`src/rtl/pipeline_pkg.sv`:
```
// Shared pipeline definitions: opcodes, instruction field positions and the
// load-use scoreboard entry type.
package pipeline_pkg;

  localparam int REG_ADDR_W = 5;
  localparam int OPCODE_W   = 5;

  localparam logic [OPCODE_W-1:0] OPCODE_LOAD  = 5'b01000;
  localparam logic [OPCODE_W-1:0] OPCODE_STORE = 5'b00111;

  // Field MSB positions: op [31:27], rd [26:22], rs [21:17], rt [16:12].
  localparam int OP_MSB = 31;
  localparam int RD_MSB = OP_MSB - OPCODE_W;
  localparam int RS_MSB = RD_MSB - REG_ADDR_W;
  localparam int RT_MSB = RS_MSB - REG_ADDR_W;

  typedef struct packed {
    logic                  valid;
    logic [REG_ADDR_W-1:0] rd;
  } scoreboard_entry_t;

  function automatic scoreboard_entry_t make_entry(input logic valid,
                                                   input logic [REG_ADDR_W-1:0] rd);
    scoreboard_entry_t e;
    e.valid = valid;
    e.rd    = rd;
    return e;
  endfunction

endpackage

```
`src/rtl/scoreboard_match.sv`:
```
// Compares one in-flight load destination against the sources read in F/D.
// Stores only read rt as data, which can be forwarded late, so rt is ignored.
module scoreboard_match
  import pipeline_pkg::*;
(
  input  scoreboard_entry_t     entry,
  input  logic [REG_ADDR_W-1:0] rs,
  input  logic [REG_ADDR_W-1:0] rt,
  input  logic                  is_store,
  output logic                  match
);

  logic rs_hit;
  logic rt_hit;

  assign rs_hit = (rs == entry.rd);
  assign rt_hit = (rt == entry.rd) && !is_store;
  assign match  = entry.valid && (rs_hit || rt_hit);

endmodule

```
`src/rtl/load_use_scoreboard.sv`:
```
// Multi-cycle load-use hazard detector: a LOAD_LATENCY-deep shift register of
// pending load destinations. Optional statistics under HAZARD_STATS_EN.
module load_use_scoreboard #(
  parameter int                    REG_ADDR_W   = pipeline_pkg::REG_ADDR_W,
  parameter int                    OPCODE_W     = pipeline_pkg::OPCODE_W,
  parameter int                    LOAD_LATENCY = 1,
  parameter logic [OPCODE_W-1:0]   LOAD_OPCODE  = pipeline_pkg::OPCODE_LOAD,
  parameter logic [OPCODE_W-1:0]   STORE_OPCODE = pipeline_pkg::OPCODE_STORE
) (
  input  logic                    clock,
  input  logic                    reset,
  input  logic [31:0]             decode_instruction,
  input  logic                    decode_valid,
  input  logic                    mem_wait,
  input  logic                    flush,
  output logic                    hazard_stall,
  output logic                    bubble_insert,
  output logic [LOAD_LATENCY-1:0] pending_mask
`ifdef HAZARD_STATS_EN
  ,
  output logic [31:0]             stall_cycles,
  output logic [7:0]              max_stall_run
`endif
);

  localparam int RT_LSB = pipeline_pkg::RT_MSB - REG_ADDR_W + 1;

  logic [OPCODE_W-1:0]   op;
  logic [REG_ADDR_W-1:0] rd;
  logic [REG_ADDR_W-1:0] rs;
  logic [REG_ADDR_W-1:0] rt;
  logic                  is_store;
  logic                  is_load;
  logic                  unused_low_bits;

  assign op       = decode_instruction[pipeline_pkg::OP_MSB -: OPCODE_W];
  assign rd       = decode_instruction[pipeline_pkg::RD_MSB -: REG_ADDR_W];
  assign rs       = decode_instruction[pipeline_pkg::RS_MSB -: REG_ADDR_W];
  assign rt       = decode_instruction[pipeline_pkg::RT_MSB -: REG_ADDR_W];
  assign is_store = (op == STORE_OPCODE);
  assign is_load  = (op == LOAD_OPCODE);
  assign unused_low_bits = ^decode_instruction[RT_LSB-1:0];

  pipeline_pkg::scoreboard_entry_t entries      [LOAD_LATENCY];
  pipeline_pkg::scoreboard_entry_t entries_next [LOAD_LATENCY];
  logic [LOAD_LATENCY-1:0]         match_vec;
  logic                            hazard;

  for (genvar k = 0; k < LOAD_LATENCY; k++) begin : g_entry
    scoreboard_match u_match (
      .entry    (entries[k]),
      .rs       (rs),
      .rt       (rt),
      .is_store (is_store),
      .match    (match_vec[k])
    );
    assign pending_mask[k] = entries[k].valid;
  end

  // Gating with reset keeps the outputs low while reset is held, independent
  // of whatever sits in F/D.
  assign hazard        = !reset && decode_valid && !flush && (|match_vec);
  assign hazard_stall  = hazard;
  assign bubble_insert = !reset && (hazard || flush);

  always_comb begin
    entries_next[0] = pipeline_pkg::make_entry(1'b0, '0);
    if (decode_valid && !hazard && !flush && is_load && (rd != '0)) begin
      entries_next[0] = pipeline_pkg::make_entry(1'b1, rd);
    end
    for (int k = 1; k < LOAD_LATENCY; k++) begin
      entries_next[k] = entries[k-1];
      // A flush kills the load that was sitting in D/X as it moves on.
      if (k == 1 && flush) begin
        entries_next[k].valid = 1'b0;
      end
    end
  end

  always_ff @(posedge clock or posedge reset) begin
    if (reset) begin
      for (int k = 0; k < LOAD_LATENCY; k++) begin
        entries[k] <= pipeline_pkg::make_entry(1'b0, '0);
      end
    end else if (!mem_wait) begin
      entries <= entries_next;
    end
  end

`ifdef HAZARD_STATS_EN
  // Runs count only advancing cycles; a memory freeze neither extends nor
  // breaks the current run.
  logic [7:0] cur_run;
  logic [7:0] run_inc;

  assign run_inc = (cur_run == 8'hFF) ? cur_run : cur_run + 8'd1;

  always_ff @(posedge clock or posedge reset) begin
    if (reset) begin
      stall_cycles  <= '0;
      max_stall_run <= '0;
      cur_run       <= '0;
    end else if (hazard && !mem_wait) begin
      if (stall_cycles != 32'hFFFF_FFFF) begin
        stall_cycles <= stall_cycles + 32'd1;
      end
      cur_run <= run_inc;
      if (run_inc > max_stall_run) begin
        max_stall_run <= run_inc;
      end
    end else if (!hazard) begin
      cur_run <= '0;
    end
  end
`else
  // Statistics counters are not built in this configuration.
`endif

endmodule
```
`config.mk`:
```
export PLATFORM = sky130hd
export DESIGN_NAME = load_use_scoreboard
export DESIGN_NICKNAME = d
export VERILOG_FILES = /design/src/rtl/pipeline_pkg.sv /design/src/rtl/scoreboard_match.sv /design/src/rtl/load_use_scoreboard.sv
export SDC_FILE = /design/constraint.sdc
export NUM_CORES = 1
export LEC_CHECK = 0
export BUFFER_PORTS_ARGS = -buffer_cell sky130_fd_sc_hd__buf_2
export CAP_MARGIN = 20
export CORE_MARGIN = 4
export CORE_UTILIZATION = 32
export DETAILED_ROUTE_END_ITERATION = 6
export PLACE_DENSITY = 0.7
export SLEW_MARGIN = 40
export SYNTH_ARGS = -nofsm -noshare
export SYNTH_HDL_FRONTEND = slang
export SYNTH_SLANG_ARGS = --single-unit
```
`constraint.sdc`:
```
create_clock -name clock -period 1.65 [get_ports clock]
set_clock_uncertainty 0.15 [all_clocks]
set_input_delay 0.33 -clock clock [delete_from_list [all_inputs] [get_ports clock]]
set_output_delay 0.33 -clock clock [all_outputs]
set_load 0.01 [all_outputs]
```
* Yosys cells after proc, flatten, opt, wreduce, memory -nomap -nowiden *
Index checks and enable logic that the tools add are counted.

operators by class
  $add $sub $neg = 0
  multipliers = 0
  div/mod/pow operators = 0
  $lt $le $gt $ge = 0
  eq/ne operators = 4
  shifts and indexed selects = 0
  muxes and demuxes = 1
  bitwise gates (word level) = 0
  reduce and logical (&&, ||, !) cells = 17

operators by type and width
  cell                  number
  $eq A5 B5 Y1          2
  $logic_and A1 B1 Y1   10
  $mux W6               1
  $eq A5 B3 Y1 const B  1
  $eq A5 B4 Y1 const B  1
  $reduce_bool A5 Y1    1
  $logic_not A1 Y1      4
  $logic_or A1 B1 Y1    2

storage, ports and cells
  flip-flop bits (word level) = 6
  bits in latches = 0
  RAM bits = 0
  bits in read-only memories = 0
  bits of input ports = 37
  output and inout bits = 3
  memories kept = 0

* Depth between registers and ports, before layout *
Gate-level depths: netlist of run 1.

  depth after elaboration = 12
  mapped depth = 5

* Cells and area by module *
A second synthesis of run 1 with hierarchy kept.

unflattened totals
  cell total of the unflattened synthesis = 50
  area total of the unflattened synthesis = 457.9 um^2

by module, submodules not included
  module               times used  cells each  area each (um^2)
  load_use_scoreboard  1           35          340.3
  scoreboard_match     1           15          117.6

* Worst setup path after synthesis of run 1 *
Ideal clock, no wire load.

  path type = register to output
  start = register entries, in the netlist pending_mask
  end = output port bubble_insert
  data arrival time = 1.269 ns
  slack = -0.099 ns
  cell stages (with the launch flop) = 5
  buffers on the path = 0
  cells stage by stage = dfrtp_1 > and4bb_2 > nand4_1 > nor4_4 > o31a_1

on the way
  longest elaborated chain between the ends = 4

ends and longest elaborated chain
  element                          RTL line                   source
  start, declared                  load_use_scoreboard.sv:44  pipeline_pkg::scoreboard_entry_t entries [LOAD_LATENCY];
  start signal, assigned by index  load_use_scoreboard.sv:83  entries[k] <= pipeline_pkg::make_entry(1'b0, '0);
  start signal, assigned           load_use_scoreboard.sv:86  entries <= entries_next;
  $logic_and A1 B1 Y1              scoreboard_match.sv:18     assign match = entry.valid && (rs_hit || rt_hit);
  $logic_and A1 B1 Y1              load_use_scoreboard.sv:62  assign hazard = !reset && decode_valid && !flush && (|match_vec);
  $logic_or A1 B1 Y1               load_use_scoreboard.sv:64  assign bubble_insert = !reset && (hazard || flush);
  $logic_and A1 B1 Y1              load_use_scoreboard.sv:64
  end, declared                    load_use_scoreboard.sv:17  output logic bubble_insert,

Every way passes these cells.

* Final worst setup path of run 1 *
Same ends and word-level chain as after synthesis.

==> impl_metrics.ini, run 1 <==
[run_status]
outcome = finished, violations left
violations = setup timing

[critical_path]
slowest_delay_ps = 360
crit_family = simple AND/OR/NAND/NOR gates
critPathMaxFanout = 3
crit_path_start_kind = flip-flop
path_buf_inv = 1
worstReg2RegStart = pending_mask
arrival_ps = 1500
crit_chain = and4bb_2 > nand4_1 > nor4_4 > o31a_1 > buf_2
setup.worst_path.class = flip-flop to primary output
required_ps = 1170
reg2reg_to = entries[1]
r2r_slack_ps = 120
critical-path-slowest-cell = dfrtp_1
cp-end-kind = primary output
reg2reg_depth = 5

[finish]
seqCellArea_um2 = 150.1
drive_above_1_share = 0.4828
multi_input_area_um2 = 297.8
insertedDiodeCount = 0
num-fill-cells = 126
design_area_um2 = 698.2
area_growth_pct = 52.04
final_net_count = 126

[route]
route.vias.total = 509
avgRoutedWirePerCell_um = 12.85
vias_per_cell = 4.990
met2_length_um = 583
met3_length_um = 103
dr.max_layer_used = met4
drtPass1Iterations = 4
final_antenna_net_count = 0
drc = 0
drt_iter0_drc = 10
met1Wirelength_um = 598
wl_um = 1311

[clock_tree]
clk_latency_ps = 250
root_buffer = clkbuf_4
cts.sinks = 6
cts_buffers = 3
clock_path_buffers = 2
ctsResizeCount = 0
clkTransAtPathRegs_ps = 50
tritoncts = built
h-tree-depth = 1

[sta]
period_needed_ps = 1980
slew_headroom = 0.8197
setup_ws_ps = -329.9
finalMaxSlewViolations = 0
worst_pin_slew_ps = 268.5
finalHoldViolations = 0
period_share = 1.200
finalSetupViolCount = 2
rsz0062_at_grt = true
clock.fmax_mhz = 505.1
hold_ws_ps = 183.5

[pwr]
powerDensity_nw_per_um2 = 507.6
pwr-share-seq = 0.420
p_int_uw = 270.2
p_comb_frac = 0.192
vdd_drop_max_v = 0.0002707
p_switching_uw = 84.19
power.leakage_nw = 0.3423
power.share.clock = 0.388
swShare = 0.2376

[synthesis]
syn-num-nets = 86
yosysSeqAreaShare = 0.3270
synth_seq_cells = 6
synth_cell_type_count = 20
yosysWarningCount = 0
syn_inst = 49
avgSynthCellArea_um2 = 9.371
syn_area_um2 = 459.2

[floorplanning]
ios = 40
coreArea_um2 = 1334
rows = 13
start_util = 0.3443
die_h_um = 45.88
die_area_um2 = 2105
die_width_um = 45.88

[placement]
portBuffers = 27
gp_congestion = 0.7370
dpl.hpwl_um = 1062
place_area_um2 = 650.6

[grt]
track_usage = 0.1353
grt_overflow = 0
grt_pass1_vias = 497
antenna_found_initial = 0
grt_pass1_wl_um = 2007
grt_max_degree = 7

[hold_path]
hold_path_class = input pin to flip-flop
hold_end = entries[0]
min_from = decode_instruction[22]
holdPathStages = 3

[job]
drv_cap = 0
==> worst max path at each step <==
stage / cells past startpoint / slack, ps / end / startpoint
2_1_floorplan: 4 / -100 / bubble_insert / pending_mask
3_3_place_gp: 6 / -220 / bubble_insert / reset
3_5_place_dp: 6 / -220 / bubble_insert / reset
4_1_cts: 5 / -330 / bubble_insert / pending_mask
5_1_grt: 5 / -440 / bubble_insert / entries[3]
6_report: 5 / -330 / bubble_insert / pending_mask
==> registers in the layout, summed over array words and instances (netlist names) <==
signal        count
pending_mask      1
entries           5
==> worst min-delay path: cells and delay by family <==
family	cells	cell delay [ps]
AO/OA/AOI/OAI	1	60
buffers and inverters	1	100
AND/OR/NAND/NOR	1	60
==> what timing repair did <==
| item | 4_1_cts | 5_1_grt |
|---|---|---|
| endpoints found under the setup margin | 2 | 8 |
| endpoints found under the hold margin | 6 | 0 |
| hold buffers | 1 | 0 |
| setup buffers | 3 | 0 |
| pin swaps | 3 | 0 |
==> placed cells by master, fill, tap and decap left out <==
cell,instances
or4_1,1
clkbuf_4,3
nor2_1,2
o31ai_1,5
nand4_1,2
xnor2_1,6
dlygate4sd3_1,1
nor4_4,1
nand2_1,11
o31a_1,1
dfrtp_1,6
buf_4,8
o21ai_1,1
or2_1,1
nor3_2,1
o31ai_2,1
and4b_1,1
inv_1,1
nor4b_1,1
buf_2,27
nand4b_1,1
and4bb_2,1
xor2_1,4
==> cells in the mapped netlist <==
cell type / n / area, um^2
and4b_1: 1 / 10.01
and4bb_2: 1 / 12.51
buf_4: 1 / 7.510
dfrtp_1: 6 / 150.1
inv_1: 1 / 3.750
nand2_1: 11 / 41.29
nand4_1: 2 / 12.51
nand4b_1: 1 / 8.760
nor2_1: 2 / 7.510
nor3_2: 1 / 10.01
nor4_4: 1 / 21.27
nor4b_1: 1 / 8.760
o21ai_1: 1 / 5.000
o31a_1: 1 / 8.760
o31ai_1: 5 / 37.54
o31ai_2: 1 / 12.51
or2_1: 1 / 6.260
or4_1: 1 / 7.510
xnor2_1: 6 / 52.55
xor2_1: 4 / 35.03
==> final cells by class <==
type | instances | share of cell area
repair buffers | 36 | 0.2939
multi-input cells | 41 | 0.4265
well taps | 15 | 0.02688
clock buffers | 3 | 0.03226
flip-flops and latches | 6 | 0.2151
inverters | 1 | 0.005376
==> metrics by stage <==
stage,power [mW],util,TNS [ps],setup WS [ps],std cells
floorplan,0.1728,-,-165.7,-98.52,49
global placement,0.2157,0.4878,-482.4,-218.6,96
detailed placement,0.2171,0.4878,-730.7,-221.8,96
CTS,0.3571,0.5291,-619.6,-325.8,103
global route,0.3739,0.5235,-852.4,-442.0,102
finish,0.3544,0.5235,-628.9,-329.9,102
==> power by group through the flow <==
stage / clock [mW] / combinational (mW) / sequential (mW)
after floorplan: 0 / 0.0217 / 0.151
after global placement: 0 / 0.0645 / 0.151
after detailed placement: 0 / 0.0659 / 0.151
after CTS: 0.140 / 0.0685 / 0.149
after global routing: 0.150 / 0.0752 / 0.149
final: 0.138 / 0.0680 / 0.149
==> routing by layer <==
metal  vias up  track usage
met5         -            0
met4         0      0.06818
met3         4      0.03953
met2        21       0.2115
met1       226       0.1663
li1        258            -
==> logic make-up (layout without fill, tap and decap cells) <==
family | after synthesis | in the layout | synth area share
AO/OA/AOI/OAI | 8 | 8 | 0.1390
flip-flops | 6 | 6 | 0.3270
AND/OR/NAND/NOR | 23 | 23 | 0.3188
XOR/XNOR | 10 | 10 | 0.1907
buffers and inverters | 2 | 40 | 0.02452
Power figures use the tool's default switching activity.
==> inputs of run 2 (changes only) <==
==> constraint.sdc (replaced) <==
create_clock -name clock -period 1.65 [get_ports clock]
set_clock_uncertainty 0.15 [all_clocks]
set_input_delay 0.0825 -clock clock [delete_from_list [all_inputs] [get_ports clock]]
set_output_delay 0.0825 -clock clock [all_outputs]
set_load 0.01 [all_outputs]
==> run 2 against run 1 <==
Effect of this change: hold slack lost 7.3 ps; global-route usage grew 0.71 points; fmax grew 15%; critical path depth is the same; the run still ends with setup timing left; combinational power grew 12%; sequential power is essentially flat; clock power is essentially flat; cell count grew 4.9%; via count grew 1.6%; wire length grew 5.8%; setup slack gained 250 ps; core utilization grew 4.1 points.
==> impl_metrics.ini, run 2 (synthesized netlist as in run 1, its figures left out) <==
[clock_tree]
tritoncts = built
root_buffer = clkbuf_4
clkTransAtPathRegs_ps = 50
cts.sinks = 6
clk_latency_ps = 240
clock_path_buffers = 2
cts_buffers = 3
h-tree-depth = 1

[placement]
gp_congestion = 0.7334
place_area_um2 = 620.6
portBuffers = 27
dpl.hpwl_um = 1029
placed_cells = 92

[finish]
final_net_count = 131
mostFrequentLayoutCells = buf_2, nand2_1, dlygate4sd3_1
drive_above_1_share = 0.4348
layout_commonest_cell = buf_2
design_area_um2 = 753.2
area_growth_pct = 64.03
largest_reg_flops = 5
final_cells = 107
top_register = entries
insertedDiodeCount = 0

[sta]
period_needed_ps = 1727
worst_pin_slew_ps = 258.2
finalMaxSlewViolations = 0
rsz0062_at_grt = true
clock.fmax_mhz = 578.9
hold_ws_ps = 176.3
finalSetupViolCount = 2
slew_headroom = 0.8255
setup_ws_ps = -77.36
finalHoldViolations = 0
period_share = 1.047

[pwr]
power_uw = 360.1
p_int_uw = 276.4
swShare = 0.2324
vdd_drop_max_v = 0.0003060
p_comb_frac = 0.211
power.leakage_nw = 0.3626
powerDensity_nw_per_um2 = 478.1
p_switching_uw = 83.70
power.share.clock = 0.375
pwr-share-seq = 0.414

[critical_path]
crit_cells = 5
slowest_delay_ps = 350
reg2reg_depth = 6
critPathMaxFanout = 3
crit_family = simple AND/OR/NAND/NOR gates
arrival_ps = 1490
crit_path_start_kind = flip-flop
critical-path-slowest-cell = dfrtp_1
setup.worst_path.class = flip-flop to primary output
required_ps = 1420
path_buf_inv = 1
crit_chain = and4bb_2 > nand4_1 > nor4_4 > o31a_1 > buf_2
cp-end-kind = primary output

[hold_path]
hold_path_class = input pin to asynchronous set/reset pin

[route]
final_antenna_net_count = 0
dr.max_layer_used = met3
route.vias.total = 517
drc = 0
wl_um = 1387
drtPass1Iterations = 4
vias_per_cell = 4.832
met2_length_um = 708
met3_length_um = 90
avgRoutedWirePerCell_um = 12.96
met1Wirelength_um = 588
drt_iter0_drc = 15

[floorplanning]
rows = 13
die_h_um = 45.88
ios = 40
start_util = 0.3443
die_area_um2 = 2105
die_width_um = 45.88
coreArea_um2 = 1334

[grt]
grt_max_degree = 8
track_usage = 0.1424
antenna_found_initial = 0
grt_pass1_vias = 505
grt_pass1_wl_um = 2083
grt_overflow = 0

[run_status]
outcome = finished, violations left
violations = setup timing

[job]
drv_cap = 0
## run 2: power groups by stage
stage,Clock [mW],Combinational (mW),Sequential (mW)
2_1_floorplan,0,0.0217,0.151
3_3_place_gp,0,0.0588,0.151
3_5_place_dp,0,0.0600,0.151
4_1_cts,0.143,0.0754,0.149
5_1_grt,0.150,0.0835,0.149
6_report,0.135,0.0760,0.149
## run 2: layout make-up
| type | instances | area (um^2) |
|---|---|---|
| Timing Repair Buffer | 41 | 260.3 |
| Tap cell | 15 | 18.77 |
| Clock buffer | 3 | 22.52 |
| Fill cell | 126 | 580.6 |
| Multi-Input combinational cell | 41 | 297.8 |
| Inverter | 1 | 3.754 |
| Sequential cell | 6 | 150.1 |
## run 2: through the flow
| stage | TNS, ps | worst slack [ps] | util |
|---|---|---|---|
| detailed placement | 0 | 99.39 | 0.4653 |
| floorplan | 0 | 149.0 | - |
| global route | -351.0 | -175.6 | 0.5647 |
| CTS | -175.8 | -98.79 | 0.5647 |
| global placement | 0 | 134.8 | 0.4653 |
| finish | -130.6 | -77.36 | 0.5647 |
## run 2: worst paths after layout
kind,startpoint,endpoint,slack (ps)
max in group asynchronous,reset,entries[3],960
worst min-delay path,reset,pending_mask,180
worst min register to register,entries[0],entries[0],400
worst max register to register,pending_mask,entries[1],90
worst max-delay path,pending_mask,bubble_insert,-80
min in group clock,decode_instruction[29],entries[0],220
## run 2: timing repair
action / CTS / global route
hold buffers: 8 / 0
endpoints found under the hold margin: 12 / 0
resized for setup: 0 / 0
setup buffers: 4 / 0
pin swaps: 2 / 0
endpoints found under the setup margin: 2 / 2
## run 2: routing by layer
| metal | GRT usage | up-vias |
|---|---|---|
| met5 | 0 | - |
| met4 | 0.08523 | 0 |
| met3 | 0.03557 | 0 |
| met2 | 0.2198 | 19 |
| met1 | 0.1754 | 231 |
| li1 | - | 267 |
## run 2: worst reg2reg max path, delay by kind of cell (launching register included)
kind / cells / cell delay (ps)
AO/OA/AOI/OAI: 1 / 250
buffers and inverters: 2 / 290
flip-flops: 1 / 380
AND/OR/NAND/NOR: 3 / 370
==> inputs of run 3 (changes only) <==
REMOVE_ABC_BUFFERS = 1   (was not set)
==> run 3 against run 2 <==
Effect of this change: the flow still finishes with violations (setup timing); critical path depth is the same; cell count down 1.9%; fmax decreased by 0.70%; sequential share of layout area increased by 0.41 points; combinational power is 2% lower.
==> impl_metrics.ini, run 3 (synthesized netlist as in run 1, its figures left out) <==
[run_status]
outcome = finished, violations left
violations = setup timing

[finish]
num-fill-cells = 123
final_cells = 105
multi_input_area_um2 = 297.8
area_growth_pct = 60.76
fin_util = 0.5535
top_register = entries
final_net_count = 129
mostFrequentLayoutCells = buf_2, nand2_1, dlygate4sd3_1
largest_reg_flops = 5
seqCellArea_um2 = 150.1
drive_above_1_share = 0.4222
design_area_um2 = 738.2
insertedDiodeCount = 0
layout_commonest_cell = buf_2

[floorplanning]
die_h_um = 45.88
die_area_um2 = 2105
rows = 13
die_width_um = 45.88
ios = 40
start_util = 0.3443
coreArea_um2 = 1334

[critical_path]
arrival_ps = 1510
crit_chain = and4bb_2 > nand4_1 > nor4_4 > o31a_1 > buf_2
setup.worst_path.class = flip-flop to primary output
slowest_delay_ps = 350
reg2reg_to = entries[0]
required_ps = 1420
cp-end-kind = primary output
critPathMaxFanout = 3
reg2reg_depth = 6
crit_path_start_kind = flip-flop
worstReg2RegStart = pending_mask
critical-path-slowest-cell = dfrtp_1
r2r_slack_ps = 120

[route]
vias_per_cell = 4.848
drt_iter0_drc = 2
wl_um = 1259
drc = 0
final_antenna_net_count = 0
route.vias.total = 509
drtPass1Iterations = 3
avgRoutedWirePerCell_um = 11.99

[grt]
grt_pass1_vias = 546
grt_overflow = 0
grt_max_degree = 8
grt_pass1_wl_um = 2111
track_usage = 0.1386
antenna_found_initial = 0

[clock_tree]
clock_path_buffers = 2
clkTransAtPathRegs_ps = 40
cts_buffers = 3
clk_latency_ps = 240
cts.sinks = 6
h-tree-depth = 1
root_buffer = clkbuf_4
tritoncts = built

[pwr]
power.leakage_nw = 0.3517
powerDensity_nw_per_um2 = 482.8
vdd_drop_max_v = 0.0002514

[sta]
period_share = 1.054
worst_pin_slew_ps = 275.2
finalSetupViolCount = 2
rsz0062_at_grt = true
finalMaxSlewViolations = 0
setup_ws_ps = -89.54
clock.fmax_mhz = 574.9
slew_headroom = 0.8152
finalHoldViolations = 0
hold_ws_ps = 168.1
period_needed_ps = 1740

[placement]
place_area_um2 = 620.6
gp_congestion = 0.7543
placed_cells = 92
dp_slack_ps = 116.1
dpl.hpwl_um = 976.7
portBuffers = 27

[job]
drv_cap = 0

[hold_path]
hold_path_class = input pin to asynchronous set/reset pin
[run 3: timing repair]
item	4_1_cts	5_1_grt
buffers inserted	2	0
gates resized for setup	0	0
setup endpoints to repair	2	2
hold endpoints to repair	12	0
hold buffers	8	0
pin swaps	3	0
[run 3: worst max-delay path by stage]
| stage | slack [ps] | end | start | cells past startpoint |
|---|---|---|---|---|
| after global placement | 140 | entries[0] | pending_mask | 5 |
| after global routing | -190 | bubble_insert | entries[4] | 5 |
| final | -90 | bubble_insert | pending_mask | 5 |
| after floorplan | 150 | bubble_insert | pending_mask | 4 |
| after detailed placement | 120 | entries[0] | entries[4] | 5 |
| after CTS | -100 | bubble_insert | entries[4] | 5 |
[run 3: layout make-up]
| class | instances | area share |
|---|---|---|
| Multi-Input combinational cell | 41 | 0.4034 |
| Timing Repair Buffer | 39 | 0.3322 |
| Inverter | 1 | 0.005085 |
| Sequential cell | 6 | 0.2034 |
| Tap cell | 15 | 0.02542 |
| Clock buffer | 3 | 0.03051 |
[run 3: stage by stage]
| step | power, mW | setup TNS [ps] |
|---|---|---|
| final | 0.3564 | -165.7 |
| after global routing | 0.3772 | -366.3 |
| after CTS | 0.3593 | -176.6 |
| after detailed placement | 0.2110 | 0 |
| after global placement | 0.2094 | 0 |
| after floorplan | 0.1727 | 0 |
[run 3: critical path: cells and delay by family, from the launching register on]
kind	cells	cell delay (ps)
AND/OR/NAND/NOR	3	620
AO/OA/AOI/OAI	1	170
flip-flops	1	350
buffers and inverters	1	130
[run 3: routing by layer]
| layer | track usage | part of all wire |
|---|---|---|
| met1 | 0.1667 | 0.41 |
| met2 | 0.2198 | 0.51 |
| met4 | 0.09091 | 0.0095 |
| met5 | 0 | 0 |
| met3 | 0.02767 | 0.070 |
[run 3: power by group]
part	leakage, nW	internal, mW	switching, mW
clock	0.0138	0.0821	0.0505
sequential	0.0838	0.148	0.000658
combinational	0.254	0.0456	0.0292
total	0.352	0.276	0.0803
